===== src/rtl/ss_read_data.sv =====
`default_nettype none
// ============================================================================
//  Module      : ss_read_data
//  Description : Burst reader for an external synchronous RAM. Walks the
//                address range [si..ei] (wrapping), paced by an enable, and
//                returns one registered word per issued address two clocks
//                after issue, flagging the final word with a done pulse.
//  Revision    : 1.0 - initial release
// ============================================================================
module ss_read_data #(
    parameter int SIZE_ADDR = 6,
    parameter int SIZE_DATA = 8
) (
    input  logic                 i_clk,
    input  logic                 i_rst_n,
    input  logic                 i_start_read_data,
    input  logic                 i_en_read_data,
    input  logic [SIZE_ADDR-1:0] i_si_ram,
    input  logic [SIZE_ADDR-1:0] i_ei_ram,
    input  logic [SIZE_DATA-1:0] i_data_ram,
    output logic [SIZE_ADDR-1:0] o_addr_ram,
    output logic [SIZE_DATA-1:0] o_data_ram,
    output logic                 o_data_valid,
    output logic                 o_done_read_data
);

    typedef enum logic [0:0] {
        S_IDLE = 1'b0,
        S_READ = 1'b1
    } state_t;

    state_t               state_q, state_d;
    logic [SIZE_ADDR-1:0] addr_q,  addr_d;
    logic [SIZE_ADDR-1:0] end_q,   end_d;
    // issue_q marks that the address presented last cycle was issued; the RAM
    // output is therefore valid now. last_q tags that issue as the final one.
    logic                 issue_q, issue_d;
    logic                 last_q,  last_d;
    logic [SIZE_DATA-1:0] data_q,  data_d;
    logic                 valid_q, valid_d;
    logic                 done_q,  done_d;

    // State, address and pipeline registers with asynchronous reset.
    always_ff @(posedge i_clk or negedge i_rst_n) begin
        if (!i_rst_n) begin
            state_q <= S_IDLE;
            addr_q  <= '0;
            end_q   <= '0;
            issue_q <= 1'b0;
            last_q  <= 1'b0;
            data_q  <= '0;
            valid_q <= 1'b0;
            done_q  <= 1'b0;
        end else begin
            state_q <= state_d;
            addr_q  <= addr_d;
            end_q   <= end_d;
            issue_q <= issue_d;
            last_q  <= last_d;
            data_q  <= data_d;
            valid_q <= valid_d;
            done_q  <= done_d;
        end
    end

    // Next-state: start reloads the range and flushes the pipeline; otherwise
    // an enabled READ cycle issues the current address and advances.
    always_comb begin
        state_d = state_q;
        addr_d  = addr_q;
        end_d   = end_q;
        issue_d = 1'b0;
        last_d  = 1'b0;
        data_d  = issue_q ? i_data_ram : data_q;
        valid_d = issue_q;
        done_d  = issue_q & last_q;

        if (i_start_read_data) begin
            state_d = S_READ;
            addr_d  = i_si_ram;
            end_d   = i_ei_ram;
            // Words from an abandoned burst must not leak into the new one.
            data_d  = data_q;
            valid_d = 1'b0;
            done_d  = 1'b0;
        end else if (state_q == S_READ && i_en_read_data) begin
            issue_d = 1'b1;
            if (addr_q == end_q) begin
                last_d  = 1'b1;
                state_d = S_IDLE;
            end else begin
                // Natural width overflow gives the modulo-2^SIZE_ADDR wrap.
                addr_d = addr_q + SIZE_ADDR'(1);
            end
        end
    end

    assign o_addr_ram       = addr_q;
    assign o_data_ram       = data_q;
    assign o_data_valid     = valid_q;
    assign o_done_read_data = done_q;

endmodule
`default_nettype wire


===== config.mk =====
export PLATFORM = sky130hd
export DESIGN_NAME = ss_read_data
export DESIGN_NICKNAME = d
export VERILOG_FILES = /design/src/rtl/ss_read_data.sv
export SDC_FILE = /design/constraint.sdc
export NUM_CORES = 1
export LEC_CHECK = 0
export ABC_CLOCK_PERIOD_IN_PS = 3400
export CORE_AREA = 5 5 55 57
export DETAILED_ROUTE_END_ITERATION = 8
export DIE_AREA = 0 0 60 62
export PLACE_DENSITY = 0.81
export REMOVE_ABC_BUFFERS = 1
export SKIP_CTS_REPAIR_TIMING = 1
export SYNTH_ARGS = -nofsm -noshare
export SYNTH_HDL_FRONTEND = slang
export SYNTH_SLANG_ARGS = --single-unit

===== constraint.sdc =====
create_clock -name i_clk -period 3.4 [get_ports i_clk]
set_input_delay 0.68 -clock i_clk [delete_from_list [all_inputs] [get_ports i_clk]]
set_output_delay 0.68 -clock i_clk [all_outputs]
set_load 0.05 [all_outputs]

==> impl_results.md <==
* Flops & latches, synth at 25
* Max frequency at around 430 MHz
* Mapped cell area at 1109 sq um
* Clk sink count at 25
* RSZ-0062 raised after global routing: false
* Port bufs at 39
* CP delay by family, top: buffers and inverters
* ANT cells at 0
* Clock slew at reported path FFs at between 0.1 and 0.15 ns
* Largest net degree at the start of global routing at 26
* Max-Cap Viols at 0
* Area occupied by multi-input gates at around 470 sq um
* Complex-gate fraction of the synthesized area at under 10%
* Worst-Skew Late Latency at a little over 0.3 ns
* Post-synth top area share at approximately 56%
* Global-route wire length before repair at between 3000 and 4000 microns
* Die Y at 62 microns
* Placed Cells at around 150
* Clk_skew at 0.004076 ns
* Largest family of logic cells by synthesized area: multiplexers
* Slowest CP cell: clkdlybuf4s50_1
* CP endpoint kind: output port
* Total Routing Usage GR at around 14%
* Final worst-path cycle share at approximately 68%
* Synth cell types at 22
* CP arrival at around 1.6 ns
* Leakage dissipation at between 0.6 and 0.7 nW
* List of most frequent post-synthesis cells: dfrtp_1 (25), mux2_2 (15), nand2_1 (7)
* Top-count cell post-synth: dfrtp_1
* Critical-path maximum fanout at 6
* Setup TNS at 0 ns
* Status: completed
* Crit path launch type: flip-flop
* Ys Warns at 0
* Area contributors post-synth: dfrtp_1 (56%), mux2_2 (15%), xnor2_1 (4.0%)
* Gate Count Post-Synth at 86
* First-pass DRT Iterations at 5
* Synth-to-Final Area Change at 41.31%
* Detailed-route DRC error count at 0
* Via count at approximately 800
* Fillcell total at about 210
* CTS H-tree depth at 1
* Leading area contributor after synthesis: dfrtp_1
* Rows at 18
* P per Cell Area at between 500 and 600 nW/um^2
* Clock Tree Root: clkbuf_4
* WP buf/inv at 1
* Fin cells at roughly 160
* Worst slew margin at a little over half
* Layout cells sized above 1 at about a fifth
* Initial antenna violation count at 0
* Setup CP Type: reg -> out
* WL final at between 2000 and 2500 microns
* CP peak stage delay at between 0.8 and 0.9 ns
* # IOs at 40
* Adder-Cell Fraction of Synth Area at around 1.1%
* Vias per inst at approximately 5.1
* Vias in the first global route at a little over 900
* Seq. cell area at around 630 sq um
* Simple-gate share of the synthesized area at about 10%
* GPL Wtd Cong at ~0.73
* HPWL after detailed placement at about 1700 microns
* Hold/Removal Path Class: reg -> reg
* Die Width at approximately 60 microns
* Post-synth EDFFs at 0
* Core ar. at 2432 sq um
* Overflow after GRT at 0
* Worst Path Required at roughly 2.7 ns
* CTS tree: built
* Final Hold Fails at 0
* Starting Density at a little under half
* Max Slew Vio Count at 0
* Final setup viols at 0
* Main synth FF type: dfrtp_1
* Post-Synth XOR/XNOR Area at 9.368%
* TritonCTS Buffers at 3
* Clock period minus worst slack at 2.324 ns
* Fraction of registers with async set/reset at 100.0%
* Post-synthesis mux area share at between 10% and 20%
* Initial DRC count at 11
* Routed WL per cell at approximately 14 microns
* Seq/Total Area, Yosys at around 56%
* Routed Antenna Nets at 0
* Worst VDD drop at ~0.00034 V
* Worst Tran Pin Value at between 0.7 and 0.8 ns
* Clk buf depth at 2
* Syn avg cell area at between 10 and 15 sq um
* Die area at approximately 3700 sq um
* Layout Nets at approximately 150
* Critical Path, Cell by Cell: clkdlybuf4s50_1
-- sequential cells by signal, summed over array words and instances, names as in the netlist --
| register | flops |
|---|---|
| state_q | 1 |
| last_q | 1 |
| o_data_valid | 1 |
| issue_q | 1 |
| end_q | 6 |
| o_data_ram | 8 |
| o_done_read_data | 1 |
| o_addr_ram | 6 |
-- worst paths after layout --
| path | startpoint | endpoint | slack [ns] | cells after the start |
|---|---|---|---|---|
| max in group asynchronous | i_rst_n | end_q[4]$_DFFE_PN0P_ | 2.44 | 2 |
| worst min-delay path | last_q$_DFF_PN0_ | o_done_read_data$_DFF_PN0_ | 0.46 | 1 |
| worst max register to register | o_addr_ram[3]$_DFFE_PN0P_ | o_addr_ram[1]$_DFFE_PN0P_ | 1.45 | 5 |
| worst min register to register | last_q$_DFF_PN0_ | o_done_read_data$_DFF_PN0_ | 0.46 | 1 |
| min in group asynchronous | i_rst_n | o_data_ram[0]$_DFFE_PN0P_ | 0.72 | 2 |
| worst max-delay path | o_addr_ram[2]$_DFFE_PN0P_ | o_addr_ram[2] | 1.08 | 1 |
-- per-stage QoR --
stage	hold slack [ns]	area [sq um]	power, mW	utilization (%)	setup WS, ns
after floorplan	0.3844	1097	0.5556	-	1.338
after global placement	0.4345	1540	0.6652	63.32	1.007
after detailed placement	0.4334	1540	0.6729	63.32	0.9723
after CTS	0.4640	1567	0.8033	64.40	1.044
after global routing	0.4877	1567	0.8335	64.40	0.9889
final	0.4581	1567	0.7883	64.40	1.076
-- per-layer routing --
layer / global-route usage (%) / part of all wire, % / wire length, microns
met4: 4.747 / 0.82 / 18
met1: 17.00 / 40 / 879
met5: 0 / 0 / 0
met3: 3.926 / 12 / 259
met2: 23.92 / 47 / 1024
-- cells in the final DEF, fill, tap and decap left out --
cell             instances
a211oi_1                 1
a21o_1                   1
a21oi_1                  3
a21oi_2                  1
and2_1                   2
and3_2                   1
buf_4                    2
clkbuf_1                 1
clkbuf_4                 3
clkdlybuf4s50_1         39
dfrtp_1                 25
ha_1                     1
mux2_1                   1
mux2_2                  15
nand2_1                  7
nand3_1                  3
nand4_1                  2
nor2_1                   1
nor2_2                   1
nor2b_1                  1
nor4_4                   1
o21ai_0                  5
xnor2_1                  5
xor2_1                   5
xor2_2                   1
-- area by class of cell --
| cell class | count | share of cell area [%] |
|---|---|---|
| Tap cell | 30 | 2.396 |
| Multi-Input combinational cell | 58 | 30.11 |
| Sequential cell | 25 | 39.94 |
| Clock buffer | 4 | 1.677 |
| Timing Repair Buffer | 41 | 25.88 |
-- logic make-up after synthesis --
family                     Yosys count
buffers and inverters                3
and+or+nand+nor                     19
adders and majority gates            1
xor gates and xnor gates            11
DFF                                 25
muxes                               16
AOI/OAI and AO/OA                   11
-- power breakdown --
part | switching [mW] | internal [mW]
logic | 0.173 | 0.123
registers | 0.0331 | 0.335
clock network | 0.0788 | 0.0458
total | 0.285 | 0.504
No activity file was read; power rests on OpenSTA's default activity.
